### config.mk
export PLATFORM = sky130hd
export DESIGN_NAME = aes_uart_ctrl_flat
export DESIGN_NICKNAME = d
export VERILOG_FILES = /design/src/rtl/aes_uart_ctrl_if.sv /design/src/rtl/aes_uart_ctrl.sv /design/src/flat_wrapper.sv
export SDC_FILE = /design/constraint.sdc
export NUM_CORES = 1
export LEC_CHECK = 0
export ABC_AREA = 1
export BUFFER_PORTS_ARGS = -buffer_cell sky130_fd_sc_hd__buf_4
export CELL_PAD_IN_SITES_DETAIL_PLACEMENT = 0
export CELL_PAD_IN_SITES_GLOBAL_PLACEMENT = 1
export CORE_AREA = 8 8 209 211
export DETAILED_ROUTE_END_ITERATION = 10
export DIE_AREA = 0 0 217 219
export PLACE_DENSITY = 0.92
export SETUP_SLACK_MARGIN = 0.2
export SLEW_MARGIN = 20
export SYNTH_ARGS = -nofsm -noshare
export SYNTH_HDL_FRONTEND = slang
export SYNTH_SLANG_ARGS = --single-unit
### constraint.sdc
create_clock -name clk -period 14.2 [get_ports clk]
set_input_delay 0.71 -clock clk [delete_from_list [all_inputs] [get_ports clk]]
set_output_delay 0.71 -clock clk [all_outputs]
set_load 0.1 [all_outputs]
### src/rtl/aes_uart_ctrl_if.sv
// Handshake and datapath bundle between the UART-facing controller and its
// surroundings (UART RX/TX plus the combinational encipher block).
interface aes_uart_ctrl_if;
    logic         rx_valid;
    logic [7:0]   rx_data;
    logic         tx_ready;
    logic         tx_valid;
    logic [7:0]   tx_data;
    logic [127:0] key_text;
    logic [127:0] plain_text;
    logic [127:0] ct_in;
    logic         busy;
    logic         key_loaded;
    logic         done;
    logic         overrun;

    modport slave (
        input  rx_valid, rx_data, tx_ready, ct_in,
        output tx_valid, tx_data, key_text, plain_text, busy, key_loaded, done, overrun
    );

    modport master (
        output rx_valid, rx_data, tx_ready, ct_in,
        input  tx_valid, tx_data, key_text, plain_text, busy, key_loaded, done, overrun
    );
endinterface

### src/rtl/aes_uart_ctrl.sv
// Byte-serial sequencer around a combinational AES-128 core: parses K/P commands
// from UART RX, holds key/plaintext for a settling window, streams ciphertext out.
module aes_uart_ctrl #(
    parameter int         ENC_WAIT_CYCLES = 2,
    parameter logic [7:0] CMD_KEY         = 8'h4B,
    parameter logic [7:0] CMD_PT          = 8'h50
) (
    input  logic          clk,
    input  logic          rst,
    aes_uart_ctrl_if.slave bus
);

    typedef enum logic [2:0] {IDLE, RX_KEY, RX_PT, WAIT, TX} state_t;

    localparam logic [3:0] WAIT_LAST = 4'(ENC_WAIT_CYCLES - 1);

    state_t       state, state_nxt;
    logic [3:0]   byte_cnt;
    logic [3:0]   wait_cnt;
    logic [127:0] key_reg, pt_reg, ct_reg;
    logic         key_loaded_r, done_r, overrun_r;

    always_ff @(posedge clk or posedge rst) begin
        if (rst) state <= IDLE;
        else     state <= state_nxt;
    end

    always_comb begin
        state_nxt = state;
        case (state)
            IDLE: begin
                if (bus.rx_valid && bus.rx_data == CMD_KEY)     state_nxt = RX_KEY;
                else if (bus.rx_valid && bus.rx_data == CMD_PT) state_nxt = RX_PT;
            end
            RX_KEY: if (bus.rx_valid && byte_cnt == 4'd15) state_nxt = IDLE;
            RX_PT:  if (bus.rx_valid && byte_cnt == 4'd15) state_nxt = WAIT;
            WAIT:   if (wait_cnt == WAIT_LAST)             state_nxt = TX;
            TX:     if (bus.tx_ready && byte_cnt == 4'd15) state_nxt = IDLE;
            default: state_nxt = IDLE;
        endcase
    end

    // tx_valid/busy decode only the state register, so neither sees tx_ready.
    always_comb begin
        bus.busy     = (state != IDLE);
        bus.tx_valid = (state == TX);
    end

    always_ff @(posedge clk or posedge rst) begin
        if (rst) begin
            byte_cnt     <= '0;
            wait_cnt     <= '0;
            key_reg      <= '0;
            pt_reg       <= '0;
            ct_reg       <= '0;
            key_loaded_r <= 1'b0;
            done_r       <= 1'b0;
            overrun_r    <= 1'b0;
        end else begin
            done_r    <= 1'b0;
            overrun_r <= 1'b0;
            case (state)
                RX_KEY: if (bus.rx_valid) begin
                    key_reg  <= {key_reg[119:0], bus.rx_data};
                    byte_cnt <= byte_cnt + 4'd1;
                    if (byte_cnt == 4'd15) key_loaded_r <= 1'b1;
                end
                RX_PT: if (bus.rx_valid) begin
                    pt_reg   <= {pt_reg[119:0], bus.rx_data};
                    byte_cnt <= byte_cnt + 4'd1;
                end
                WAIT: begin
                    overrun_r <= bus.rx_valid;
                    if (wait_cnt == WAIT_LAST) begin
                        ct_reg   <= bus.ct_in;
                        wait_cnt <= '0;
                    end else begin
                        wait_cnt <= wait_cnt + 4'd1;
                    end
                end
                TX: begin
                    overrun_r <= bus.rx_valid;
                    // byte_cnt wraps to 0 on the 16th handshake, ready for the next block
                    if (bus.tx_ready) begin
                        ct_reg   <= {ct_reg[119:0], 8'h00};
                        byte_cnt <= byte_cnt + 4'd1;
                        if (byte_cnt == 4'd15) done_r <= 1'b1;
                    end
                end
                default: begin
                    byte_cnt <= '0;
                    wait_cnt <= '0;
                end
            endcase
        end
    end

    assign bus.tx_data    = ct_reg[127:120];
    assign bus.key_text   = key_reg;
    assign bus.plain_text = pt_reg;
    assign bus.key_loaded = key_loaded_r;
    assign bus.done       = done_r;
    assign bus.overrun    = overrun_r;

endmodule

### src/flat_wrapper.sv
// flat-port wrapper written by rule: the top's interface ports become plain ports
module aes_uart_ctrl_flat 
#(
    parameter int         ENC_WAIT_CYCLES = 2,
    parameter logic [7:0] CMD_KEY         = 8'h4B,
    parameter logic [7:0] CMD_PT          = 8'h50
)
  (clk, rst, bus_rx_valid, bus_rx_data, bus_tx_ready, bus_ct_in, bus_tx_valid, bus_tx_data, bus_key_text, bus_plain_text, bus_busy, bus_key_loaded, bus_done, bus_overrun);
  aes_uart_ctrl_if bus_i ();
  input  logic clk;
  input  logic rst;
  input wire logic [$bits(bus_i.rx_valid)-1:0] bus_rx_valid;
  input wire logic [$bits(bus_i.rx_data)-1:0] bus_rx_data;
  input wire logic [$bits(bus_i.tx_ready)-1:0] bus_tx_ready;
  input wire logic [$bits(bus_i.ct_in)-1:0] bus_ct_in;
  output wire logic [$bits(bus_i.tx_valid)-1:0] bus_tx_valid;
  output wire logic [$bits(bus_i.tx_data)-1:0] bus_tx_data;
  output wire logic [$bits(bus_i.key_text)-1:0] bus_key_text;
  output wire logic [$bits(bus_i.plain_text)-1:0] bus_plain_text;
  output wire logic [$bits(bus_i.busy)-1:0] bus_busy;
  output wire logic [$bits(bus_i.key_loaded)-1:0] bus_key_loaded;
  output wire logic [$bits(bus_i.done)-1:0] bus_done;
  output wire logic [$bits(bus_i.overrun)-1:0] bus_overrun;
  assign bus_i.rx_valid = bus_rx_valid;
  assign bus_i.rx_data = bus_rx_data;
  assign bus_i.tx_ready = bus_tx_ready;
  assign bus_i.ct_in = bus_ct_in;
  assign bus_tx_valid = bus_i.tx_valid;
  assign bus_tx_data = bus_i.tx_data;
  assign bus_key_text = bus_i.key_text;
  assign bus_plain_text = bus_i.plain_text;
  assign bus_busy = bus_i.busy;
  assign bus_key_loaded = bus_i.key_loaded;
  assign bus_done = bus_i.done;
  assign bus_overrun = bus_i.overrun;
  aes_uart_ctrl #(.ENC_WAIT_CYCLES(ENC_WAIT_CYCLES), .CMD_KEY(CMD_KEY), .CMD_PT(CMD_PT)) u_core (.clk(clk), .rst(rst), .bus(bus_i));
endmodule
# ---- Yosys cells after proc, flatten, opt, wreduce, memory -nomap -nowiden
# Cells that the tools add are included.
dict set report word_totals {
  ff_bits 398
  latch_bits 0
  mem_bits_rw 0
  mem_bits_ro 0
  inputBits 140
  output_inout_bits 269
  word_cells 62
  n_memories 0
}
dict set report classes {
  n_addsub 2
  mul 0
  div 0
  n_lt_le_gt_ge 0
  eq_ne 15
  shift 0
  n_mux 19
  bitwise_logic 1
  n_reduce_logical 16
}
# operator n
set op_table {}
lappend op_table {{$mux W128} 2}
lappend op_table {{$pmux W128 S2} 1}
lappend op_table {{$mux W3} 6}
lappend op_table {{$eq A8 B7 Y1 const B} 2}
lappend op_table {{$pmux W3 S5} 1}
lappend op_table {{$mux W4} 3}
lappend op_table {{$pmux W4 S3} 1}
lappend op_table {{$ne A2 B1 Y1 const B} 5}
lappend op_table {{$reduce_and A3 Y1} 3}
lappend op_table {{$add A4 B1 Y4 const B} 2}
lappend op_table {{$pmux W4 S2} 1}
lappend op_table {{$eq A3 B2 Y1 const B} 2}
lappend op_table {{$reduce_and A5 Y1} 1}
lappend op_table {{$eq A4 B1 Y1 const B} 1}
lappend op_table {{$eq A4 B4 Y1 const B} 1}
lappend op_table {{$logic_and A1 B1 Y1} 4}
lappend op_table {{$mux W1} 4}
lappend op_table {{$reduce_and A2 Y1} 2}
lappend op_table {{$reduce_or A2 Y1} 2}
lappend op_table {{$eq A3 B1 Y1 const B} 1}
lappend op_table {{$eq A3 B3 Y1 const B} 1}
lappend op_table {{$logic_not A3 Y1} 1}
lappend op_table {{$ne A3 B1 Y1 const B} 1}
lappend op_table {{$reduce_bool A3 Y1} 1}
lappend op_table {{4 further kinds} 4}

# ---- Longest topological paths before layout
# Gate-level depths: netlist (run 1).
dict set report logic_depth {
  ltp_word 5
  ltp_mapped 10
  ltp_nobuf 10
}

# ---- Worst setup path before layout (run 1)
# Ideal clock, no wire load.
dict set report synth_path {
  path_type {register to output}
  start {register u_core.state[0]}
  end {output port bus_tx_valid}
  arrival_ns 1.376
  required_ns 13.490
  path_slack_ns 12.114
  stages_incl_launch_ff 6
  path_buffers 2
  path_cell_list {dfrtp_1 -> inv_2 -> nand2_1 -> nor2_4 -> buf_2 -> buf_2}
}
dict set report synth_via {
  elab_chain_len 1
}
# item line
set synth_lines {}
lappend synth_lines {{start, declared} aes_uart_ctrl.sv:17} ;# state_t state, state_nxt;
lappend synth_lines {{start signal, assigned} aes_uart_ctrl.sv:25} ;# else state <= state_nxt;
lappend synth_lines {{$eq A3 B3 Y1} aes_uart_ctrl.sv:46} ;# bus.tx_valid = (state == TX);
lappend synth_lines {{end, declared} flat_wrapper.sv:16} ;# output wire logic [$bits(bus_i.tx_valid)-1:0] bus_tx_valid;
# No other way between the ends.

# ---- Worst setup path after layout (run 1)
dict set report layout_path {
  start {register u_core.state[1]}
  end {register u_core.ct_reg[42]}
}
dict set report layout_via {
  elab_chain_len 3
  elab_cells_between_ends 7
  cone_classes {eq/ne: 4; mux: 1; reduce/logical: 2}
}
# item line
set layout_lines {}
lappend layout_lines {{$eq A3 B3 Y1 / $eq A3 B2 Y1 (equally long branches)} aes_uart_ctrl.sv:62} ;# case (state)
lappend layout_lines {{$ne A2 B2 Y1 (no source line) (tied with other cells)} -}
lappend layout_lines {{$reduce_and A3 Y1 (no source line)} -}
lappend layout_lines {{end signal, assigned} aes_uart_ctrl.sv:75} ;# ct_reg <= bus.ct_in;
lappend layout_lines {{end signal, assigned} aes_uart_ctrl.sv:85} ;# ct_reg <= {ct_reg[119:0], 8'h00};
lappend layout_lines {{end, declared} aes_uart_ctrl.sv:20} ;# logic [127:0] key_reg, pt_reg, ct_reg;
# Several ways; a longest one is shown, not always the timed one.
# A chain may end at the register's enable or synchronous reset.

==> reports/results.ini, run 1 <==
[synthesis]
synth_area_mm2 = 0.0163
synth-main-ff-cell = dfrtp_1
avgSynthCellArea_um2 = 10.1
syn_inst = 1613
seq_area_frac_synth = 0.610
ys_ff_latch = 398
async_flop_share = 1.00
synth_nets = 1756
ys_types = 28
yosysTopAreaCellShare = 0.610
yosys-top-cells-area = dfrtp_1 (61%), nand2_1 (11%), mux2_2 (5.9%)
synth_edf_count = 0
yosys_warnings = 0
synth_top_area_cell = dfrtp_1

[setup_path]
crit_slowest_cell = buf_4
critPathMaxFanout = 232
crit_type = register to register
cp_data_arrival_time_ns = 4.16
crit_chain = inv_2 > nand2_1 > nor2_4 > buf_12 > nand2_1 > nand2_8 > buf_4 > o211ai_1 > o21ai_1
end_kind = register
crit_path_start = u_core.state[1]$_DFFE_PP0P_
cp-start-kind = register
crit_path_max_incr_delay_ns = 0.96
cp.required_ns = 14.66
worstReg2RegStart = u_core.state[1]$_DFFE_PP0P_
cp_common_cell = nand2_1

[sta]
hold_viol = 0
slew_viol_final = 0
finalSetupTns_ns = 0
slew_headroom = 0.275
fin_skew_ns = 0.0188
period_minus_slack_ns = 3.70
setup_violations = 0
tightestPinTransition_ns = 1.09
grt_setup_unrepaired = false
max_freq_mhz = 270
fin_crit_sh = 0.261

[die]
fp-row-count = 74
die-area_mm2 = 0.0475
die_x_um = 217
io_pins = 409
core-area_mm2 = 0.0404
start_util = 0.405
die_y_um = 219

[power_and_ir_drop]
p_total_w = 0.00519
p_leak_nw = 10.7
ir_worst_vdd_mv = 0.236
p_per_area_mw_per_mm2 = 245

[layout]
nFillCells = 3647
nNetsFinal = 2116
fin_cells = 2540
final_common_cell = nand2_1
final_cell_mix = nand2_1 (489), buf_4 (416), dfrtp_1 (398)
area_delta_synth_final_pct = 29.5
layout-drive-gt1-share = 0.293

[routing]
viasPerCell = 4.85
drt_iter0_markers = 915
vias = 12300
post-route-drc-count = 0
finalWirelength_mm = 44.6
wl_per_cell_um = 17.6
drtAntennaViolNets = 0
drt_pass1_iterations = 5

[min_path]
hp-class = primary input to async pin

[grt]
overflow = 0
grt_pass1_wl_mm = 69.5
grt_antenna_before_repair = 3
grt_max_degree = 233
grt_pass1_vias = 12300
track_usage = 0.181

[clocking]
cts_tree = done
ctsHtreeMaxLevel = 2
cts_sinks = 398
cts_buffer_depth = 3
cts.clk_slew.worst_paths_ns = 0.06
cts_root_buf = clkbuf_16
cts_hold_buf = 0
cts_setup_buffers = 0
clock_latency_ns = 0.56
ctsResizeCount = 0
cts_buffers = 44

[place]
dp_hpwl_mm = 31.2
place.gp.congestion = 0.778
placed_cells = 2458
io_buffers = 408

[status]
status = finished, final reports clean

[flow_run]
cap_violations = 0

area by class of cell:
type | instances | area (µm²) | share of cell area
sequential | 398 | 9960 | 0.471
multi-input combinational | 966 | 5300 | 0.250
timing repair buffer | 418 | 3160 | 0.149
clock buffer | 64 | 1320 | 0.0623
tap | 532 | 666 | 0.0315
inverter | 145 | 553 | 0.0261
clock inverter | 15 | 194 | 0.00917
antenna | 2 | 5.00 | 0.000237
stage by stage:
| step | worst slack [ns] | util | hold WS [ns] | instance area (µm²) |
|---|---|---|---|---|
| after floorplan | 2.42 | - | 0.471 | 16300 |
| after global placement | 10.18 | 0.486 | 0.447 | 19600 |
| after detailed placement | 10.09 | 0.486 | 0.450 | 19600 |
| after CTS | 10.37 | 0.524 | 0.339 | 21100 |
| after global routing | 9.97 | 0.524 | 0.368 | 21200 |
| final | 10.50 | 0.524 | 0.343 | 21200 |
path summary, 6_finish.rpt:
path / endpoint / cells past startpoint / slack (ns)
max: u_core.ct_reg[42]$_DFFE_PP0P_ / 9 / 10.50
min: u_core.bus.plain_text[121]$_DFFE_PP0P_ / 2 / 0.34
max reg2reg: u_core.ct_reg[42]$_DFFE_PP0P_ / 9 / 10.50
min reg2reg: u_core.bus.key_loaded$_DFFE_PP0P_ / 1 / 0.48
max in group asynchronous: u_core.bus.key_text[25]$_DFFE_PP0P_ / 5 / 10.85
min in group clk: u_core.bus.key_text[6]$_DFFE_PP0P_ / 3 / 0.37
critical path, delay by kind of cell, from the launching register on:
family	cells	cell delay, ns
simple gates	4	1.12
flops	1	0.42
buf+inv	3	1.54
compound gates	2	0.36
synth_stat cells, types with 5 or more instances:
| master | n |
|---|---|
| o211ai_1 | 100 |
| nor2_1 | 31 |
| o21ai_0 | 44 |
| buf_2 | 64 |
| o21a_1 | 7 |
| mux2_1 | 36 |
| dfrtp_1 | 398 |
| a21oi_1 | 10 |
| mux2_2 | 85 |
| inv_2 | 5 |
| o21ai_1 | 115 |
| a31oi_1 | 12 |
| clkbuf_1 | 22 |
| nand2_1 | 489 |
| nand3_1 | 22 |
| buf_6 | 5 |
| inv_1 | 140 |
| buf_4 | 12 |
routing by layer:
metal,vias up,global-route usage,share of wire
met4,2,0.0692,0.031
met2,345,0.289,0.48
met1,5935,0.236,0.42
met3,76,0.0467,0.067
li1,5971,-,-
met5,-,0,0.00027
power by group:
group | switching, W | internal, W | total, W
Sequential | 0.000205 | 0.00148 | 0.00168
Combinational | 0.00184 | 0.000495 | 0.00233
Clock | 0.000453 | 0.000717 | 0.00117
Total | 0.00250 | 0.00269 | 0.00519
cell families (layout without fill, tap and decap cells):
logic type | Yosys count | in the layout | synth area share
simple gates | 551 | 551 | 0.130
flops | 398 | 398 | 0.610
compound gates | 289 | 289 | 0.106
buf+inv | 249 | 642 | 0.0672
mux | 121 | 121 | 0.0834
fa+ha+maj | 3 | 3 | 0.00230
xor+xnor | 2 | 2 | 0.00107
other cells | 0 | 2 | 0
(Power assumes the default switching activity.)
==> inputs of run 2 (changes only) <==
==> constraint.sdc (replaced) <==
create_clock -name clk -period 3.7 [get_ports clk]
set_input_delay 0.185 -clock clk [delete_from_list [all_inputs] [get_ports clk]]
set_output_delay 0.185 -clock clk [all_outputs]
set_load 0.1 [all_outputs]
==> reports/results.ini, run 2 (synthesis gave the netlist of run 1 again) <==
[power_and_ir_drop]
p_per_area_mw_per_mm2 = 883  ; was 245 mW/mm²
p_leak_nw = 11.3  ; was 10.7 nW
ir_worst_vdd_mv = 0.873  ; was 0.236 mV

[sta]
slew_headroom = 0.348  ; was 0.275
fin_crit_sh = 0.693
slew_viol_final = 0  ; unchanged
fin_skew_ns = 0.0162  ; was 0.0188 ns
max_freq_mhz = 390
period_minus_slack_ns = 2.57
setup_violations = 0  ; unchanged
grt_setup_unrepaired = false  ; unchanged
tightestPinTransition_ns = 0.978  ; was 1.09 ns
holdWs_ns = 0.0633  ; was 0.343 ns
finalSetupTns_ns = 0  ; unchanged
hold_viol = 0  ; unchanged

[setup_path]
crit_slowest_cell = buf_12  ; was buf_4
crit_chain = inv_2 > nand2_1 > nor2_4 > buf_12 > buf_4  ; was inv_2 > nand2_1 > nor2_4 > buf_12 > nand2_1 > nand2_8 > buf_4 > o211ai_1 > o21ai_1
cp_data_arrival_time_ns = 2.38  ; was 4.16 ns
critPathMaxFanout = 231  ; was 232
cp-start-kind = register  ; unchanged
cp.required_ns = 3.51  ; was 14.66 ns
path_delay_family = buffers and inverters  ; unchanged
crit_path_max_incr_delay_ns = 0.56  ; was 0.96 ns
crit_type = register to output port  ; was register to register
end_kind = output port  ; was register
crit_buf_inv = 3  ; unchanged
r2r_setup_slack_ns = 1.36  ; was 10.50 ns

[routing]
vias = 13100  ; was 12,300
post-route-drc-count = 0  ; unchanged
wl_per_cell_um = 17.7  ; was 17.6 µm
drtAntennaViolNets = 0  ; unchanged
drt_iter0_markers = 961  ; was 915
viasPerCell = 4.89  ; was 4.85
finalWirelength_mm = 47.5  ; was 44.6 mm
drt_pass1_iterations = 5  ; unchanged

[clocking]
cts.clk_slew.worst_paths_ns = 0.06  ; about the same
cts_buffers = 43  ; was 44
cts_tree = done  ; unchanged
cts_setup_buffers = 0  ; unchanged
cts_root_buf = clkbuf_16  ; unchanged
cts_buffer_depth = 3  ; unchanged
cts_sinks = 398  ; unchanged
ctsHtreeMaxLevel = 2  ; unchanged
cts_hold_buf = 138  ; was 0
clock_latency_ns = 0.55  ; was 0.56 ns
ctsResizeCount = 0  ; unchanged

[grt]
gr-usage-met1 = 0.246  ; was 0.236
grt_max_degree = 232  ; was 233
overflow = 0  ; unchanged
track_usage = 0.194  ; was 0.181
grt_antenna_before_repair = 3  ; unchanged
met3_usage = 0.0417  ; was 0.0467
grt_pass1_wl_mm = 74.5  ; was 69.5 mm
globalRouteMet2Util = 0.319  ; was 0.289
grt_pass1_vias = 13500  ; was 12,300
top_usage_layer = met2  ; unchanged

[die]
die-area_mm2 = 0.0475  ; unchanged
io_pins = 409  ; unchanged
die_x_um = 217  ; unchanged
die_y_um = 219  ; unchanged
fp-row-count = 74  ; unchanged
core-area_mm2 = 0.0404  ; unchanged
start_util = 0.405  ; unchanged

[status]
status = finished, final reports clean  ; unchanged

[layout]
area_delta_synth_final_pct = 38.4  ; was 29.5%
layout-drive-gt1-share = 0.276  ; was 0.293
final_cell_mix = nand2_1 (489), buf_4 (418), dfrtp_1 (398)  ; was nand2_1 (489), buf_4 (416), dfrtp_1 (398)
nNetsFinal = 2260  ; was 2,116
fin_cells = 2688  ; was 2,540
final_common_cell = nand2_1  ; unchanged
postLayoutCoreUtil = 0.560  ; was 0.524

[place]
place.gp.congestion = 0.830  ; was 0.778
placed_cells = 2466  ; was 2,458
io_buffers = 408  ; unchanged
dp_hpwl_mm = 31.5  ; was 31.2 mm

[flow_run]
cap_violations = 0  ; unchanged

[min_path]
hp-class = primary input to register  ; was primary input to async pin

## run 2: changes by cell type in the layout (fill, tap and decap cells not counted), sizes merged
cell	before	now
diode	2	8
clkinvlp	0	2
dlygate4sd3	0	138
buf	418	425
clkinv	11	9
clkbuf	64	61
## run 2: metal layers
metal	up-vias	share of wire
li1	6267	-
met1	6335	0.43
met2	429	0.48
met3	109	0.057
met4	0	0.035
met5	-	0
## run 2: per-stage QoR
stage	cell area [µm²]	power, W	setup WS, ns
2_1_floorplan	16300	0.0135	-1.84
3_3_place_gp	19800	0.0153	1.45
3_5_place_dp	19800	0.0155	1.37
4_1_cts	22600	0.0201	1.04
5_1_grt	22600	0.0208	0.951
6_report	22600	0.0200	1.13
## run 2: worst paths after layout
path	cells past startpoint	startpoint	end
min in group asynchronous	3	rst	u_core.bus.key_text[14]$_DFFE_PP0P_
min reg2reg	2	u_core.bus.key_text[124]$_DFFE_PP0P_	u_core.bus.key_text[124]$_DFFE_PP0P_
max	5	u_core.state[1]$_DFFE_PP0P_	bus_tx_valid
max in group asynchronous	4	rst	u_core.bus.key_text[25]$_DFFE_PP0P_
min	3	bus_ct_in[17]	u_core.ct_reg[17]$_DFFE_PP0P_
max reg2reg	6	u_core.state[2]$_DFFE_PP0P_	u_core.bus.key_text[114]$_DFFE_PP0P_
## run 2: area by class of cell
class,count,area [µm²]
repair buffers,563,4660
inverters,145,549
flip-flops and latches,398,9960
clock buffers,61,1260
fillers,3385,17800
multi-input cells,966,5300
clock inverters,15,199
well taps,532,666
diodes,8,20.0
## run 2: worst min-delay path, cell delays in order
cell	delay, ns
buf_4	0.09
o211ai_1	0.16
o21ai_1	0.12
## run 2: power by group
part	total, W	switching [W]	internal, W
clock	0.00440	0.00174	0.00266
combinational	0.00911	0.00711	0.00201
sequential	0.00646	0.000789	0.00567
total	0.0200	0.00964	0.0103
==> inputs of run 3 (changes only) <==
--- a/config.mk
+++ b/config.mk
@@ -9,10 +9,10 @@
 export BUFFER_PORTS_ARGS = -buffer_cell sky130_fd_sc_hd__buf_4
 export CELL_PAD_IN_SITES_DETAIL_PLACEMENT = 0
 export CELL_PAD_IN_SITES_GLOBAL_PLACEMENT = 1
-export CORE_AREA = 8 8 209 211
+export CORE_AREA = 8 8 220 222
 export DETAILED_ROUTE_END_ITERATION = 10
-export DIE_AREA = 0 0 217 219
-export PLACE_DENSITY = 0.92
+export DIE_AREA = 0 0 228 230
+export PLACE_DENSITY = 0.88
 export SETUP_SLACK_MARGIN = 0.2
 export SLEW_MARGIN = 20
 export SYNTH_ARGS = -nofsm -noshare
==> constraint.sdc (replaced) <==
create_clock -name clk -period 2.2 [get_ports clk]
set_input_delay 0.11 -clock clk [delete_from_list [all_inputs] [get_ports clk]]
set_output_delay 0.11 -clock clk [all_outputs]
set_load 0.1 [all_outputs]
==> reports/results.ini, run 3 (synthesis gave the netlist of run 1 again) <==
[status]
status = finished, final reports clean  ; unchanged

[place]
place_area_mm2 = 0.0201  ; was 0.0198 mm²
dp_slack_ns = 0.279  ; was 1.37 ns
place.gp.congestion = 0.840  ; was 0.830
dp_hpwl_mm = 32.9  ; was 31.5 mm
io_buffers = 408  ; unchanged
placed_cells = 2553  ; was 2,466

[clocking]
cts_buffers = 43  ; unchanged
cts_buffer_depth = 3  ; unchanged
clock_latency_ns = 0.57  ; was 0.55 ns
cts_root_buf = clkbuf_16  ; unchanged
cts_tree = done  ; unchanged
cts_sinks = 398  ; unchanged
ctsHtreeMaxLevel = 2  ; unchanged
cts.clk_slew.worst_paths_ns = 0.06  ; about the same

[sta]
slew_headroom = 0.569  ; was 0.348
fin_skew_ns = 0.0240  ; was 0.0162 ns
hold_viol = 0  ; unchanged
fin_crit_sh = 0.867
max_freq_mhz = 524
setup_violations = 0  ; unchanged
worst_slack_ns = 0.292  ; was 1.13 ns
slew_viol_final = 0  ; unchanged
finalSetupTns_ns = 0  ; unchanged
grt_setup_unrepaired = true  ; was false
tightestPinTransition_ns = 0.646  ; was 0.978 ns
period_minus_slack_ns = 1.91

[die]
io_pins = 409  ; unchanged
fp-row-count = 78  ; was 74
die-area_mm2 = 0.0524  ; was 0.0475 mm²
die_y_um = 230  ; was 219 µm
die_x_um = 228  ; was 217 µm
start_util = 0.364  ; was 0.405
core-area_mm2 = 0.0449  ; was 0.0404 mm²

[setup_path]
rr_worst_depth = 7  ; was 6
cp_data_arrival_time_ns = 1.80  ; was 2.38 ns
cp-start-kind = register  ; unchanged
crit_path_max_incr_delay_ns = 0.42  ; was 0.56 ns
r2r_setup_slack_ns = 0.31  ; was 1.36 ns
critPathMaxFanout = 25  ; was 231
end_kind = output port  ; unchanged
crit_chain = inv_2 > nand2_1 > nor2_4 > buf_12 > buf_8  ; was inv_2 > nand2_1 > nor2_4 > buf_12 > buf_4
crit_type = register to output port  ; unchanged
crit_slowest_cell = dfrtp_1  ; was buf_12
cp.required_ns = 2.09  ; was 3.51 ns

[layout]
area_delta_synth_final_pct = 41.2  ; was 38.4%
final_cell_mix = nand2_1 (488), buf_4 (426), dfrtp_1 (398)  ; was nand2_1 (489), buf_4 (418), dfrtp_1 (398)
multi_input_area_mm2 = 0.00533  ; was 0.00530 mm²
seq_area_mm2 = 0.00996  ; unchanged
postLayoutCellArea_mm2 = 0.0231  ; was 0.0226 mm²
final_common_cell = nand2_1  ; unchanged
fin_cells = 2775  ; was 2,688
layout-drive-gt1-share = 0.284  ; was 0.276
nNetsFinal = 2288  ; was 2,260
nFillCells = 3903  ; was 3,385

[flow_run]
cap_violations = 0  ; unchanged

[grt]
track_usage = 0.185  ; was 0.194
grt_max_degree = 136  ; was 232
grt_pass1_vias = 13900  ; was 13,500
grt_pass1_wl_mm = 79.2  ; was 74.5 mm
grt_antenna_before_repair = 2  ; was 3
overflow = 0  ; unchanged

[routing]
vias = 13300  ; was 13,100
drt_pass1_iterations = 5  ; unchanged
wl_per_cell_um = 18.0  ; was 17.7 µm
drtAntennaViolNets = 0  ; unchanged
drt_iter0_markers = 980  ; was 961
viasPerCell = 4.78  ; was 4.89
post-route-drc-count = 0  ; unchanged
finalWirelength_mm = 49.9  ; was 47.5 mm

[min_path]
hp-class = primary input to async pin  ; was primary input to register

[power_and_ir_drop]
p_per_area_mw_per_mm2 = 1460  ; was 883 mW/mm²
p_leak_nw = 11.5  ; was 11.3 nW
ir_worst_vdd_mv = 1.50  ; was 0.873 mV

-- run 3: cell types whose count changed in the layout (fill, tap and decap cells not counted), sizes merged --
cell,change
bufbuf,+2
clkbuf,-3
buf,+23
dlygate4sd3,+1
clkinv,-1
diode,-6
nand2,+2
bufinv,-1
inv,+2
-- run 3: area by class of cell --
class | count | area share
antenna | 2 | 0.000217
clock buffer | 58 | 0.0521
sequential | 398 | 0.432
inverter | 145 | 0.0238
timing repair buffer | 589 | 0.220
clock inverter | 15 | 0.00824
multi-input combinational | 968 | 0.231
tap | 600 | 0.0325
-- run 3: critical path: cells and delay by family (launching register included) --
| family | cells | cell delay, ns |
|---|---|---|
| flip-flops | 1 | 0.42 |
| buffers and inverters | 3 | 0.50 |
| AND/OR/NAND/NOR | 2 | 0.27 |
-- run 3: metrics by stage --
| step | hold WS [ns] | total power [W] | utilization |
|---|---|---|---|
| floorplan | 0.227 | 0.0226 | - |
| global placement | 0.157 | 0.0260 | 0.448 |
| detailed placement | 0.161 | 0.0264 | 0.448 |
| CTS | 0.0968 | 0.0340 | 0.513 |
| global route | 0.116 | 0.0352 | 0.514 |
| finish | 0.124 | 0.0337 | 0.514 |
-- run 3: worst paths after layout --
kind | end | start
min reg2reg | u_core.bus.key_loaded$_DFFE_PP0P_ | u_core.bus.key_loaded$_DFFE_PP0P_
min | u_core.bus.plain_text[14]$_DFFE_PP0P_ | rst
max in group asynchronous | u_core.ct_reg[21]$_DFFE_PP0P_ | rst
min in group clk | u_core.bus.plain_text[6]$_DFFE_PP0P_ | bus_rx_data[6]
max | bus_tx_valid | u_core.state[1]$_DFFE_PP0P_
max reg2reg | u_core.bus.key_text[106]$_DFFE_PP0P_ | u_core.state[2]$_DFFE_PP0P_
-- run 3: layer usage --
layer / up-vias / track usage / part of all wire
li1: 6320 / - / -
met1: 6399 / 0.230 / 0.42
met2: 436 / 0.311 / 0.49
met3: 112 / 0.0436 / 0.058
met4: 0 / 0.0730 / 0.033
met5: - / 0 / 0
-- run 3: power breakdown --
group / switching (W) / internal (W) / total, W
logic: 0.0121 / 0.00359 / 0.0157
registers: 0.00130 / 0.00954 / 0.0108
clock network: 0.00300 / 0.00421 / 0.00720
total: 0.0164 / 0.0173 / 0.0337
-- run 3: repair_timing --
item	4_1_cts	5_1_grt
setup endpoints to repair	2	6
setup buffers	1	3
resized for setup	4	2
hold buffers	139	0
gates cloned	4	0
pin swaps	2	1
hold endpoints to repair	456	0
